## src/rtl/systolic_seq.sv

```systemverilog
// -----------------------------------------------------------------------------
// systolic_seq
//
// Sequencer for an external N x N output-stationary systolic array. It accepts
// one job at a time. It streams k_len operand beats into the array with a
// per-row and per-column skew, then waits for the array to drain. It snapshots
// every PE accumulator and returns the result matrix one row per handshake.
//
// Ports
//   clk, rst               clock, asynchronous active-low reset
//   start, k_len           job request (sampled in IDLE only), beat count
//   busy                   high whenever the sequencer is not IDLE
//   op_valid/op_ready      operand beat handshake
//   op_a, op_b             A column k (slice i -> row i), B row k (slice j -> col j)
//   arr_init               accumulator-clear pulse, aligned with the first beat
//   arr_x, arr_y           skewed row / column feeds into the array
//   arr_z                  PE accumulator outputs
//   res_valid/res_ready    result row handshake
//   res_row, res_idx       result row r (slice j = C[r][j]) and its index
//   res_last               marks row N-1
//   done                   one-cycle pulse after the last row transfer
//
// Optional feature (macro SYSTOLIC_SEQ_PERF_EN):
//   perf_cycles            saturating count of cycles from start acceptance
//                          through the done cycle, held until the next job
// -----------------------------------------------------------------------------
module systolic_seq #(
    parameter  int D_W   = 8,
    parameter  int N     = 2,
    parameter  int K_W   = 8,
    localparam int IDX_W = (N > 1) ? $clog2(N) : 1
) (
    input  logic                           clk,
    input  logic                           rst,
    input  logic                           start,
    input  logic [K_W-1:0]                 k_len,
    output logic                           busy,
    input  logic                           op_valid,
    output logic                           op_ready,
    input  logic [N*D_W-1:0]               op_a,
    input  logic [N*D_W-1:0]               op_b,
    output logic                           arr_init,
    output logic [N-1:0][D_W-1:0]          arr_x,
    output logic [N-1:0][D_W-1:0]          arr_y,
    input  logic [N-1:0][N-1:0][2*D_W-1:0] arr_z,
    output logic                           res_valid,
    input  logic                           res_ready,
    output logic [N*2*D_W-1:0]             res_row,
    output logic [IDX_W-1:0]               res_idx,
    output logic                           res_last,
    output logic                           done
`ifdef SYSTOLIC_SEQ_PERF_EN
    ,
    output logic [31:0]                    perf_cycles
`endif
);

    typedef enum logic [1:0] {IDLE, FEED, DRAIN, OUT} state_t;

    // The drain has to cover the longest skew path: the last beat of row N-1 needs
    // N-1 cycles to enter the array and N-1 more to reach column N-1.
    localparam int               DR_W       = $clog2(2 * N);
    localparam logic [DR_W-1:0]  DRAIN_LAST = DR_W'(2 * N - 1);
    localparam logic [IDX_W-1:0] LAST_ROW   = IDX_W'(N - 1);

    state_t                         r_state;
    state_t                         w_state_nxt;
    logic                           w_start_ok;
    logic                           w_beat;
    logic                           w_last_beat;
    logic                           w_drain_end;
    logic                           w_res_xfer;
    logic [K_W-1:0]                 r_k_len;
    logic [K_W-1:0]                 r_beat;
    logic [DR_W-1:0]                r_drain;
    logic [IDX_W-1:0]               r_row;
    logic                           r_init;
    logic                           r_done;
    logic [N-1:0][N-1:0][2*D_W-1:0] r_snap;

    // -------------------------------------------------------------------------
    // Next-state and handshake decode
    // -------------------------------------------------------------------------
    always_comb begin
        // NOTE: every signal gets a default before the case so that no path leaves it unassigned (which would infer a latch).
        w_state_nxt = r_state;
        busy        = 1'b0;
        op_ready    = 1'b0;
        res_valid   = 1'b0;
        w_start_ok  = 1'b0;
        w_beat      = 1'b0;
        w_last_beat = 1'b0;
        w_drain_end = 1'b0;
        w_res_xfer  = 1'b0;
        unique case (r_state)
            IDLE: begin
                // A zero-length job has nothing to multiply and is dropped.
                if (start && (k_len != '0)) begin
                    w_start_ok  = 1'b1;
                    w_state_nxt = FEED;
                end
            end
            FEED: begin
                busy        = 1'b1;
                op_ready    = 1'b1;
                w_beat      = op_valid;
                w_last_beat = op_valid && (r_beat == (r_k_len - K_W'(1)));
                if (w_last_beat) begin
                    w_state_nxt = DRAIN;
                end
            end
            DRAIN: begin
                busy        = 1'b1;
                w_drain_end = (r_drain == DRAIN_LAST);
                if (w_drain_end) begin
                    w_state_nxt = OUT;
                end
            end
            OUT: begin
                busy       = 1'b1;
                res_valid  = 1'b1;
                w_res_xfer = res_ready;
                if (res_ready && (r_row == LAST_ROW)) begin
                    w_state_nxt = IDLE;
                end
            end
            default: w_state_nxt = IDLE;
        endcase
    end

    // -------------------------------------------------------------------------
    // State, counters and pulses
    // -------------------------------------------------------------------------
    always_ff @(posedge clk or negedge rst) begin
        if (!rst) begin
            r_state <= IDLE;
            r_k_len <= '0;
            r_beat  <= '0;
            r_drain <= '0;
            r_row   <= '0;
            r_init  <= 1'b0;
            r_done  <= 1'b0;
        end else begin
            // NOTE: sequential state uses non-blocking assignments so every register samples pre-edge values.
            r_state <= w_state_nxt;
            // The clear pulse rides alongside the first beat as it leaves stage 0.
            r_init  <= w_beat && (r_beat == '0);
            r_done  <= w_res_xfer && (r_row == LAST_ROW);

            if (w_start_ok) begin
                r_k_len <= k_len;
                r_beat  <= '0;
            end else if (w_beat) begin
                r_beat <= r_beat + K_W'(1);
            end

            if ((r_state != DRAIN) || w_drain_end) begin
                r_drain <= '0;
            end else begin
                r_drain <= r_drain + DR_W'(1);
            end

            if (w_res_xfer) begin
                r_row <= (r_row == LAST_ROW) ? '0 : (r_row + IDX_W'(1));
            end
        end
    end

    // -------------------------------------------------------------------------
    // Result snapshot: frozen at the end of DRAIN so the array may be reused
    // while rows are being read out.
    // -------------------------------------------------------------------------
    always_ff @(posedge clk or negedge rst) begin
        if (!rst) begin
            // NOTE: this storage is cleared on reset so no result from an aborted job can leak out afterwards.
            r_snap <= '0;
        end else if (w_drain_end) begin
            r_snap <= arr_z;
        end
    end

    // -------------------------------------------------------------------------
    // Skew lanes: lane i delays both its row feed and its column feed by i extra
    // cycles. Stage 0 loads zero on any cycle without an accepted beat, so stalls
    // and idle slots contribute zero products and keep the wavefront aligned.
    // -------------------------------------------------------------------------
    for (genvar gi = 0; gi < N; gi++) begin : g_lane
        logic [D_W-1:0] r_xd [0:gi];
        logic [D_W-1:0] r_yd [0:gi];

        always_ff @(posedge clk or negedge rst) begin
            if (!rst) begin
                for (int s = 0; s <= gi; s++) begin
                    r_xd[s] <= '0;
                    r_yd[s] <= '0;
                end
            end else begin
                r_xd[0] <= w_beat ? op_a[gi*D_W +: D_W] : '0;
                r_yd[0] <= w_beat ? op_b[gi*D_W +: D_W] : '0;
                for (int s = 1; s <= gi; s++) begin
                    r_xd[s] <= r_xd[s-1];
                    r_yd[s] <= r_yd[s-1];
                end
            end
        end

        assign arr_x[gi] = r_xd[gi];
        assign arr_y[gi] = r_yd[gi];
    end

    assign arr_init = r_init;
    assign done     = r_done;
    assign res_row  = (r_state == OUT) ? r_snap[r_row] : '0;
    assign res_idx  = (r_state == OUT) ? r_row : '0;
    assign res_last = (r_state == OUT) && (r_row == LAST_ROW);

`ifdef SYSTOLIC_SEQ_PERF_EN
    // -------------------------------------------------------------------------
    // Job latency counter. The acceptance cycle counts as 1. Every busy cycle and
    // the done cycle add one. The value then holds until the next job starts.
    // -------------------------------------------------------------------------
    logic [31:0] r_perf;

    always_ff @(posedge clk or negedge rst) begin
        if (!rst) begin
            r_perf <= '0;
        end else if (w_start_ok) begin
            r_perf <= 32'd1;
        end else if ((busy || r_done) && (r_perf != '1)) begin
            r_perf <= r_perf + 32'd1;
        end
    end

    assign perf_cycles = r_perf;
`endif

endmodule

```

## config.mk

```make
export PLATFORM = sky130hd
export DESIGN_NAME = systolic_seq
export DESIGN_NICKNAME = d
export VERILOG_FILES = /design/src/rtl/systolic_seq.sv
export SDC_FILE = /design/constraint.sdc
export NUM_CORES = 1
export LEC_CHECK = 0
export BUFFER_PORTS_ARGS = -buffer_cell sky130_fd_sc_hd__buf_2
export CAP_MARGIN = 20
export CORE_UTILIZATION = 35
export CTS_CLUSTER_SIZE = 12
export DETAILED_ROUTE_END_ITERATION = 12
export HOLD_SLACK_MARGIN = 0.05
export PLACE_DENSITY = 0.7
export SLEW_MARGIN = 10
export SYNTH_ARGS = -nofsm -noshare
export SYNTH_HDL_FRONTEND = slang
export SYNTH_SLANG_ARGS = --single-unit
export TNS_END_PERCENT = 30
```

## constraint.sdc

```tcl
create_clock -name clk -period 5 [get_ports clk]
set_clock_uncertainty 0.1 [all_clocks]
set_input_delay 1.25 -clock clk [delete_from_list [all_inputs] [get_ports clk]]
set_output_delay 1.25 -clock clk [all_outputs]
set_load 0.005 [all_outputs]
```

==> results of run 1 <==
power breakdown:
part	internal (uW)	switching (uW)	total [uW]	leakage (uW)
Combinational	683	540	1220	0.00188
Sequential	1470	288	1760	0.00170
Clock	756	520	1280	0.000296
Total	2910	1350	4260	0.00387
worst max-delay path by stage:
stage	slack [ns]	end	cells after the start	startpoint
3_5_place_dp	1.88	res_row[11]	3	r_state[0]
3_3_place_gp	1.97	res_row[26]	3	r_row
2_1_floorplan	2.24	res_row[10]	4	r_row
6_report	1.59	res_row[26]	3	r_row
5_1_grt	1.43	op_ready	3	r_state[1]
4_1_cts	1.40	res_row[11]	3	r_state[0]
area by class of cell:
type / instances / area share
flip-flops and latches: 135 / 0.456
diodes: 3 / 0.00101
repair buffers: 181 / 0.124
well taps: 216 / 0.0364
multi-input cells: 263 / 0.296
clock buffers: 17 / 0.0574
clock inverters: 15 / 0.0243
inverters: 10 / 0.00506
worst max-delay path, cell delays in order (launching register included):
cell	delay, ns
dfrtp_2	1.05
mux2i_1	0.38
nor2b_1	0.08
buf_2	0.14
layer usage:
layer,routed length [um],track usage,vias to the layer above,share of wire
met5,13,0,-,0.0010
met4,294,0.0784,2,0.024
met3,586,0.0442,31,0.047
met2,6360,0.257,106,0.51
met1,5150,0.171,1954,0.41
li1,-,-,1849,-
state kept, by name, indices dropped and copies added (netlist names):
register and flops:
r_drain 2, g_lane.r_yd 16, r_beat 8, g_lane.r_xd 16, arr_init 1, r_state 2
r_row 1, r_k_len 8, arr_x 8, done 1, arr_y 8, r_snap 64
layout by cell type (no fill, tap or decap), types with 4 or more instances in the layout:
cell / n
ha_1: 8
nand2_1: 10
nor2b_1: 32
nor2_1: 14
and3_1: 34
dfrtp_1: 134
xnor2_1: 5
nand2b_1: 5
xor2_1: 11
mux2_2: 50
inv_6: 6
mux2i_1: 33
clkbuf_16: 17
o21ai_1: 4
inv_1: 10
mux2_1: 21
buf_2: 178
metrics by stage:
stage,area [um^2],power [uW],instances,utilization,hold slack [ns]
after floorplan,5830,2600,450,-,0.231
after global placement,6800,2930,805,0.423,0.233
after detailed placement,6800,3020,805,0.423,0.235
after CTS,7410,4320,837,0.461,0.246
after global routing,7410,4550,839,0.462,0.251
final,7420,4260,840,0.462,0.246
cell families after synthesis:
| logic type | after synthesis | synth area share |
|---|---|---|
| AOI/OAI and AO/OA | 16 | 0.0197 |
| muxes | 104 | 0.194 |
| buffers and inverters | 52 | 0.0444 |
| adders and majority gates | 9 | 0.0193 |
| xor gates and xnor gates | 16 | 0.0240 |
| and+or+nand+nor | 118 | 0.119 |
| DFF | 135 | 0.579 |
==> flow_summary_export.csv, run 1 <==
group,metric,value,unit
synth,ys_ff_latch,135,
floorplanning,dieArea,17200,um^2
job,cap_violations,0,
sta,rsz0062_at_grt,"no",
synth,synthArstFlopShare,1.00,
outcome,outcome,"finished clean",
sta,hold_viol,0,
sta,setup_violations,0,
global_route,grt_max_degree,109,
synth,ys_seq_area_frac,0.579,
synth,synth_warnings,0,
clocking,cts_tree,"built",
drt,detail_route.wl_per_cell,14.8,um
floorplanning,die_x,131,um
sta,worst_pin_slew,1.06,ns
drt,drtPass1Iterations,4,
drt,vias_per_cell,4.69,
finish,nFillCells,1450,
worst_hold_path,min_from,"g_lane[1].r_xd[10]",
finish,layout-drive-gt1-share,0.433,
clocking,clock_path_buffers,2,
clocking,cts_inserted_buffers,17,
synth,synth_top_area_frac,0.579,
drt,drc_errors,0,
clocking,clock_sinks,135,
drt,ant_nets,0,
critical_path,crit_required,3.65,ns
critical_path,startpoint_type,"flop",
synth,synth_nets,568,
clocking,post-cts-setup-buffers,0,
synth,synth_most_common_cell,"dfrtp_1",
clocking,clk_pin_slew,0.06,ns
global_route,antenna_found_initial,3,
clocking,cts_root_buf,"clkbuf_16",
synth,synthCells,450,
synth,synth_area_per_cell,13.0,um^2
synth,synth_cell_types,38,
sta,final.setup.tns,0,ns
drt,num_vias,3942,
clocking,cts_hold_buffers,0,
critical_path,r2r_end,"r_beat[7]",
sta,relSlewSlack,0.296,
floorplanning,initial_core_util,0.363,
synth,synth-main-ff-cell,"dfrtp_1",
synth,netlist_area,5830,um^2
sta,fin_ws,1.59,ns
finish,area_growth,27.2,%
global_route,grt-ovfl-total,0,
placed_design,dp_hpwl,8.68,mm
placed_design,port-buffer-count,179,
sta,fin_crit_sh,0.683,
worst_hold_path,holdPathEnd,"arr_x[10]",
critical_path,worstSetupPathType,"flop to primary output",
floorplanning,pin_count,180,
power_and_ir_drop,p_leak,0.00387,uW
worst_hold_path,hp-class,"flop to flop",
sta,report.final.slew_viol_count,0,
critical_path,timing.rr.start,"r_state[1]",
clocking,htreeDepth,4,
power_and_ir_drop,peakVddDrop,0.240,mV
clocking,clk_latency,0.41,ns
critical_path,critPathMaxFanout,36,
floorplanning,row_count,46,
finish,nNetsFinal,726,
drt,drt_iter0_drc,136,
synth,synth_area_leader_cell,"dfrtp_1",
placed_design,gp_congestion,0.778,
critical_path,endpoint_kind,"primary output",
synth,synth_top_cells_by_count,"dfrtp_1 (135), mux2_2 (50), and3_1 (34)",
global_route,grt_pass1_wl,19.6,mm
finish,multiInputGateArea,2200,um^2
critical_path,arrival,2.06,ns
synth,synth.top_cells.by_area,"dfrtp_1 (58%), mux2_2 (9.7%), mux2i_1 (5.7%)",
critical_path,r2r_setup_slack,2.43,ns
clocking,cts-resized-gates,0,
placed_design,preCtsSetupSlack,1.88,ns
drt,drt-total-wl,12.4,mm
sta,post-route-min-period,3.41,ns
finish,area.sequential,3380,um^2
synth,synth-edff-count,0,
critical_path,r2r.worst_path.cells,7,
power_and_ir_drop,power.density,575,nW/um^2
sta,max_freq,293,MHz
floorplanning,die_h,131,um
worst_hold_path,hold_depth,0,
global_route,grt_usage,0.151,
global_route,grt_pass1_vias,4035,
floorplanning,core_area,16100,um^2
Note: power is estimated with default switching activity, not from simulation.
==> inputs of run 2 (changes only) <==
==> constraint.sdc (replaced) <==
create_clock -name clk -period 3.45 [get_ports clk]
set_clock_uncertainty 0.1 [all_clocks]
set_input_delay 0.8625 -clock clk [delete_from_list [all_inputs] [get_ports clk]]
set_output_delay 0.8625 -clock clk [all_outputs]
set_load 0.005 [all_outputs]
==> run 2 against run 1 <==
Non-clock buffer count up 6. Clock-buffer cell count unchanged. Flip-flop and latch count unchanged. Cell count up 0.36%. Power up 43%. Cell area up 0.66%. Sequential share of layout area down 0.30 points. Core utilization up 0.30 points. Clock power up 37%. First-iteration DRC count down 2.2%. Worst hold slack worse by 0.0035 ns. Global-route usage up 0.14 points. Critical path type unchanged. Largest cell class unchanged.
==> flow_summary_export.csv, run 2 (synthesized netlist as in run 1, its figures left out) <==
group,metric,value,unit
finish,area_growth,28.0,%
clocking,cts_tree,"built",
sta,max_freq,353,MHz
worst_hold_path,holdPathEnd,"arr_x[9]",
power_and_ir_drop,p_leak,0.00391,uW
global_route,grt_max_degree,79,
clocking,htreeDepth,4,
global_route,grt-busiest-layer,"met2",
global_route,grtUsageMet2,0.262,
sta,final.setup.tns,0,ns
drt,vias_per_cell,4.67,
floorplanning,pin_count,180,
power_and_ir_drop,power.density,819,nW/um^2
worst_hold_path,hold_depth,0,
drt,detail_route.wl_per_cell,14.8,um
sta,relSlewSlack,0.513,
clocking,cts_inserted_buffers,17,
job,cap_violations,0,
floorplanning,initial_core_util,0.363,
sta,worst_pin_slew,0.731,ns
clocking,cts_hold_buffers,0,
critical_path,endpoint_kind,"primary output",
clocking,cts_root_buf,"clkbuf_16",
placed_design,gp_congestion,0.846,
global_route,use_met1,0.175,
critical_path,critPathMaxFanout,25,
clocking,clock_sinks,135,
drt,num_vias,3941,
critical_path,worstSetupPathType,"flop to primary output",
drt,drt-total-wl,12.5,mm
global_route,grt_pass1_vias,3951,
critical_path,timing.rr.start,"r_k_len[0]",
global_route,grt_usage,0.152,
critical_path,r2r.worst_path.cells,8,
clocking,post-cts-setup-buffers,0,
sta,report.final.slew_viol_count,0,
clocking,clk_pin_slew,0.06,ns
drt,drc_errors,0,
global_route,grt-ovfl-total,0,
power_and_ir_drop,peakVddDrop,0.346,mV
critical_path,startpoint_type,"flop",
floorplanning,core_area,16100,um^2
worst_hold_path,min_from,"g_lane[1].r_xd[9]",
finish,n_antenna_cell,0,
finish,nFillCells,1450,
global_route,use_met3,0.0479,
finish,largest_register,"r_snap",
clocking,clock_path_buffers,2,
placed_design,port-buffer-count,179,
sta,hold_viol,0,
critical_path,r2r_setup_slack,1.04,ns
drt,ant_nets,0,
clocking,cts-resized-gates,0,
critical_path,arrival,1.87,ns
critical_path,crit_required,2.49,ns
global_route,grt_pass1_wl,19.6,mm
finish,largest_reg_flops,64,
sta,rsz0062_at_grt,"no",
finish,layout_common_cells,"buf_2 (178), dfrtp_1 (134), mux2_2 (50), and3_1 (34), mux2i_1 (33)",
finish,utilization,0.465,
floorplanning,die_h,131,um
finish,top_regs,"r_snap: 64 flops, g_lane.r_xd: 16 flops, g_lane.r_yd: 16 flops",
finish,final_common_cell,"buf_2",
sta,fin_crit_sh,0.820,
drt,drt_iter0_drc,133,
sta,setup_violations,0,
outcome,outcome,"finished clean",
floorplanning,die_x,131,um
floorplanning,dieArea,17200,um^2
floorplanning,row_count,46,
clocking,clk_latency,0.41,ns
drt,drtPass1Iterations,4,
critical_path,r2r_end,"r_state[1]",
finish,layout-drive-gt1-share,0.437,
finish,nNetsFinal,732,
worst_hold_path,hp-class,"flop to flop",
placed_design,dp_hpwl,8.86,mm
sta,post-route-min-period,2.83,ns
global_route,antenna_found_initial,0,
## run 2: cell count changes in the layout (fill, tap and decap cells not counted), moves of 2 or more
cell and change:
diode_2 -3, buf_4 +3, clkinv_4 +2, buf_12 +3
## run 2: metal layers
layer	up-vias	wire [um]
met4	0	159
li1	1854	-
met3	14	746
met1	1952	5060
met5	-	0
met2	121	6530
## run 2: area by class of cell
| type | count | area [um^2] | area share |
|---|---|---|---|
| clock buffer | 17 | 425 | 0.0570 |
| multi-input combinational | 263 | 2200 | 0.294 |
| inverter | 10 | 37.5 | 0.00503 |
| tap | 216 | 270 | 0.0362 |
| clock inverter | 15 | 156 | 0.0210 |
| sequential | 135 | 3380 | 0.453 |
| timing repair buffer | 187 | 1000 | 0.134 |
## run 2: where the power goes
part	switching [uW]	total, uW	internal (uW)
clock network	740	1760	1020
logic	853	1870	1020
registers	342	2480	2140
total	1940	6110	4180
## run 2: through the flow
stage / cells / setup WS [ns] / area, um^2 / hold WS, ns / power (uW)
floorplan: 450 / 1.08 / 5830 / 0.231 / 3770
global placement: 811 / 0.922 / 6880 / 0.233 / 4300
detailed placement: 811 / 0.886 / 6880 / 0.235 / 4410
CTS: 843 / 0.572 / 7460 / 0.245 / 6210
global route: 843 / 0.474 / 7460 / 0.248 / 6530
finish: 843 / 0.619 / 7460 / 0.242 / 6110
## run 2: worst max-delay path by stage
| stage | slack [ns] | cells past startpoint | from | endpoint |
|---|---|---|---|---|
| final | 0.62 | 4 | r_state[0] | res_row[31] |
| after global routing | 0.47 | 4 | r_state[0] | res_row[23] |
| after CTS | 0.57 | 4 | r_state[0] | res_row[23] |
| after detailed placement | 0.89 | 5 | op_valid | r_state[1] |
| after global placement | 0.92 | 5 | op_valid | r_state[1] |
| after floorplan | 1.08 | 4 | r_row | res_row[10] |
## run 2: critical path, cell delays in order (launching register included)
cell and delay [ns]:
dfrtp_1 0.40, ha_1 0.53, buf_12 0.23, nor2b_1 0.16, buf_2 0.13
